<file path="config.mk">
export PLATFORM = sky130hd
export DESIGN_NAME = serial_adder_ctrl
export DESIGN_NICKNAME = d
export VERILOG_FILES = /design/src/rtl/serial_adder_pkg.sv /design/src/rtl/full_adder.sv /design/src/rtl/serial_adder_ctrl.sv
export SDC_FILE = /design/constraint.sdc
export NUM_CORES = 1
export LEC_CHECK = 0
export BUFFER_PORTS_ARGS = -buffer_cell sky130_fd_sc_hd__buf_4
export CAP_MARGIN = 20
export CORE_ASPECT_RATIO = 0.75
export CORE_UTILIZATION = 30
export CTS_CLUSTER_DIAMETER = 50
export DETAILED_ROUTE_END_ITERATION = 8
export GPL_TIMING_DRIVEN = 0
export SETUP_SLACK_MARGIN = 0.5
export SYNTH_ARGS = -nofsm -noshare
export SYNTH_HDL_FRONTEND = slang
export SYNTH_SLANG_ARGS = --single-unit
export TNS_END_PERCENT = 5
</file>
<file path="constraint.sdc">
create_clock -name clk -period 3.9 [get_ports clk]
set_input_delay 0.78 -clock clk [delete_from_list [all_inputs] [get_ports clk]]
set_output_delay 0.78 -clock clk [all_outputs]
set_load 0.02 [all_outputs]
</file>
<file path="src/rtl/serial_adder_pkg.sv">
// rtl/serial_adder_pkg.sv - state encodings and default width for the bit-serial adder
package serial_adder_pkg;

  typedef enum logic [1:0] {
    ST_IDLE  = 2'd0,
    ST_SHIFT = 2'd1,
    ST_DONE  = 2'd2
  } state_t;

  localparam int DEFAULT_WIDTH = 8;

endpackage

</file>
<file path="src/rtl/full_adder.sv">
// rtl/full_adder.sv - combinational 1-bit full adder cell
module full_adder (
  input  logic a,
  input  logic b,
  input  logic cin,
  output logic sum,
  output logic cout
);

  assign sum  = a ^ b ^ cin;
  assign cout = (a & b) | (cin & (a ^ b));

endmodule

</file>
<file path="src/rtl/serial_adder_ctrl.sv">
// rtl/serial_adder_ctrl.sv - LSB-first bit-serial adder sharing one full_adder cell
module serial_adder_ctrl
  import serial_adder_pkg::*;
#(
  parameter int WIDTH = DEFAULT_WIDTH
) (
  input  logic             clk,
  input  logic             rst_n,
  input  logic             start,
  output logic             ready,
  input  logic [WIDTH-1:0] a_in,
  input  logic [WIDTH-1:0] b_in,
  input  logic             cin,
  output logic             busy,
  output logic             done,
  output logic [WIDTH-1:0] sum_out,
  output logic             cout_out
);

  localparam int CW = (WIDTH > 1) ? $clog2(WIDTH) : 1;
  localparam logic [CW-1:0] LAST = CW'(WIDTH - 1);

  state_t           state;
  logic [CW-1:0]    cnt;
  logic [WIDTH-1:0] a_sh;
  logic [WIDTH-1:0] b_sh;
  logic [WIDTH-1:0] sum_sh;
  logic [WIDTH-1:0] sum_next;
  logic             carry;
  logic             fa_sum;
  logic             fa_cout;

  full_adder u_fa (
    .a    (a_sh[0]),
    .b    (b_sh[0]),
    .cin  (carry),
    .sum  (fa_sum),
    .cout (fa_cout)
  );

  // New bit enters at the MSB; for WIDTH=1 this degenerates to fa_sum.
  assign sum_next = WIDTH'({fa_sum, sum_sh} >> 1);

  always_ff @(posedge clk) begin
    if (!rst_n) begin
      state    <= ST_IDLE;
      cnt      <= '0;
      a_sh     <= '0;
      b_sh     <= '0;
      sum_sh   <= '0;
      carry    <= 1'b0;
      sum_out  <= '0;
      cout_out <= 1'b0;
      ready    <= 1'b1;
      busy     <= 1'b0;
      done     <= 1'b0;
    end else begin
      case (state)
        ST_IDLE, ST_DONE: begin
          if (start) begin
            a_sh  <= a_in;
            b_sh  <= b_in;
            carry <= cin;
            cnt   <= '0;
            state <= ST_SHIFT;
            ready <= 1'b0;
            busy  <= 1'b1;
            done  <= 1'b0;
          end else begin
            state <= ST_IDLE;
            ready <= 1'b1;
            busy  <= 1'b0;
            done  <= 1'b0;
          end
        end
        ST_SHIFT: begin
          a_sh   <= a_sh >> 1;
          b_sh   <= b_sh >> 1;
          sum_sh <= sum_next;
          carry  <= fa_cout;
          // Counter stops at LAST so it never wraps inside SHIFT.
          if (cnt == LAST) begin
            sum_out  <= sum_next;
            cout_out <= fa_cout;
            state    <= ST_DONE;
            ready    <= 1'b1;
            busy     <= 1'b0;
            done     <= 1'b1;
          end else begin
            cnt <= cnt + CW'(1);
          end
        end
        default: begin
          state <= ST_IDLE;
          ready <= 1'b1;
          busy  <= 1'b0;
          done  <= 1'b0;
        end
      endcase
    end
  end

endmodule

</file>
==> summary.md <==
| Metric | Value |
|---|---|
| Routed len/inst | `12.3 um` |
| Most instantiated cells after synthesis | `58 x nand2_1, 41 x dfxtp_1, 17 x o21ai_0` |
| Final Skew | `0.00818 ns` |
| CTS Buf Count | `5` |
| Root Driver | `clkbuf_8` |
| Vias in the first global route | `1365` |
| Seq/Total Area, Yosys | `0.496` |
| Post-Syn Area | `1650 um^2` |
| Mean Syn Cell Area | `8.44 um^2` |
| Rows | `23` |
| Clock sinks | `41` |
| Initial antenna violation count | `0` |
| RePlAce Congestion | `0.737` |
| Iteration-0 DRC Markers | `108` |
| Layout cell share with drive strength beyond 1 | `0.204` |
| Setup crit start | `sum_out[1]$_SDFFE_PN0P_` |
| Crit-path slowest cell | `dfxtp_1` |
| Die Height | `66.3 um` |
| Most frequent cell after synthesis | `nand2_1` |
| Cell taking the most area after synthesis | `dfxtp_1` |
| RR Startpoint | `cnt[0]$_SDFFE_PN0P_` |
| Final worst-path setup slack | `2.32 ns` |
| #FFs+latches synth | `41` |
| Clk buf depth | `2` |
| Hold Vio Cnt, Final | `0` |
| First-pass GRT wire length | `6440 um` |
| Setup TNS | `0 ns` |
| Area post-placement | `1980 um^2` |
| Min cycle time layout | `1.58 ns` |
| Syn nets | `219` |
| Cts hold-fix bufs | `0` |
| Cts repair resizes | `0` |
| Async set-reset flop share out of synthesis | `0` |
| Top-Level Pins | `32` |
| Yosys warnings | `0` |
| Min-delay src | `sum_out[6]$_SDFFE_PN0P_` |
| Max-cap violation count | `0` |
| Number of flops mapped to enable cells by yosys | `0` |
| Core area | `5320 um^2` |
| Pre-CTS worst setup slack | `2.25 ns` |
| DR pass1 iterations | `4` |
| Status | `complete, no violations` |
| DRC viols | `0` |
| Fin crit share | `0.405` |
| Final Max Slew Viols | `0` |
| Die W | `87.7 um` |
| Required time worst endpoint | `3.12 ns` |
| Initial Util | `0.311` |
| Antenna-violating nets left | `0` |
| Cell Pwr Density | `400 nW/um^2` |
| Cell variety after synth | `23` |
| Overall power | `826 uW` |
| Largest net degree at the start of global routing | `13` |
| Class of the worst hold path | `reg -> reg` |
| CP max stage delay | `0.35 ns` |
| CP endpoint kind | `output port` |
| Port buffer count | `31` |
| CP cell instances | `buf_4` |
| Hpwl dp | `2610 um` |
| RSZ-0062 raised after global routing | `no` |
| Least-Margin Pin Slew | `0.454 ns` |
| Ranking of synthesized cells by area | `dfxtp_1 50%, nand2_1 13%, a31oi_1 5.7%` |
| CTS H-tree depth | `2` |
| Final core occ | `0.388` |
| Average vias per placed instance | `4.60` |
| Die area | `5820 um^2` |
| GRT Total Usage | `0.149` |
| ANT cells | `0` |
| Fin nets | `257` |
| Setup CP Type | `reg -> out` |
| Crit start category | `register` |
| Setup violators final | `0` |
| Post-synth top area share | `0.496` |
| Critical path arrival | `0.80 ns` |
| Crit-path max FO | `2` |
| Dominant synthesized flop cell | `dfxtp_1` |
| Final instance area | `2060 um^2` |
| Synth-to-Final Area Change | `24.7%` |
| Postcts setup bufs | `0` |
| Relative slew slack | `0.697` |
| DR vias | `1427` |
| Max frequency | `633 MHz` |
| Syn Inst Count | `196` |
| P_leak | `0.000793 uW` |
| Clk_lat worst skew | `0.30 ns` |
| DRT Wirelength | `3830 um` |
| Worst-path clk slew | `0.08 ns` |
| Worst path bufs/invs | `1` |
| Remaining Overflow, GRT | `0` |
| CTS tree | `yes` |
| Maximum vdd drop | `0.109 mV` |
| Delay-heaviest family, CP | `flip-flops` |
metrics by stage:
step                      cells  hold slack, ns
after floorplan             196           0.435
after global placement      302           0.447
after detailed placement    302           0.455
after CTS                   310           0.466
after global routing        310           0.485
final                       310           0.459
logic make-up after synthesis:
logic type	after synthesis	share of synthesized area
fa+ha+maj	3	0.0272
flops	41	0.496
compound gates	55	0.211
buf+inv	15	0.0469
simple gates	82	0.219
layout by cell type (no fill, tap or decap):
| cell | count |
|---|---|
| buf_2 | 5 |
| dfxtp_1 | 41 |
| buf_4 | 35 |
| a21boi_0 | 9 |
| nand3b_1 | 4 |
| nand3_1 | 11 |
| nand2b_1 | 2 |
| clkinv_2 | 2 |
| o21a_1 | 1 |
| nor3_1 | 1 |
| a21boi_1 | 11 |
| a31oi_1 | 15 |
| clkbuf_8 | 5 |
| nand2_1 | 58 |
| a21oi_1 | 1 |
| ha_1 | 2 |
| clkbuf_1 | 6 |
| buf_1 | 1 |
| nor3b_2 | 1 |
| o21ai_0 | 17 |
| fa_1 | 1 |
| o31ai_1 | 1 |
| nor2b_1 | 3 |
| and3_1 | 1 |
| nor2_1 | 1 |
final timing paths:
check / to / cells past startpoint / slack [ns]
max: sum_out[1] / 1 / 2.32
min: sum_out[6]$_SDFFE_PN0P_ / 2 / 0.46
min reg2reg: sum_out[6]$_SDFFE_PN0P_ / 2 / 0.46
max reg2reg: sum_out[7]$_SDFFE_PN0P_ / 5 / 2.34
power breakdown:
| part | internal [uW] | total (uW) | switching [uW] |
|---|---|---|---|
| Combinational | 45.2 | 101 | 55.6 |
| Clock | 124 | 273 | 149 |
| Sequential | 440 | 452 | 12.2 |
| Total | 609 | 826 | 216 |
sequential cells by signal, summed over array words and instances, names as in the netlist, 2 cells and up:
name and count:
b_sh 8, sum_sh 7, cnt 3, sum_out 8, a_sh 8, state 2
layout make-up:
| class | count | area, um^2 |
|---|---|---|
| fill | 579 | 3260 |
| tap | 75 | 93.8 |
| multi-input combinational | 140 | 756 |
| buffer | 15 | 77.6 |
| sequential | 41 | 821 |
| clock inverter | 2 | 10.0 |
| timing repair buffer | 31 | 233 |
| clock buffer | 6 | 72.6 |
layer usage:
metal / global-route usage / vias to the layer above / wire (um)
met5: 0 / - / 0
met4: 0.0553 / 0 / 70
met3: 0.0562 / 5 / 212
met2: 0.219 / 33 / 1530
met1: 0.198 / 644 / 2010
li1: - / 745 / -
worst register-to-register path, cell delays in order, from the launching register on:
cell and delay (ns):
dfxtp_1 0.36, ha_1 0.16, ha_1 0.25, clkbuf_1 0.40, nand3_1 0.14, a21boi_0 0.17
(Power assumes the default switching activity.)
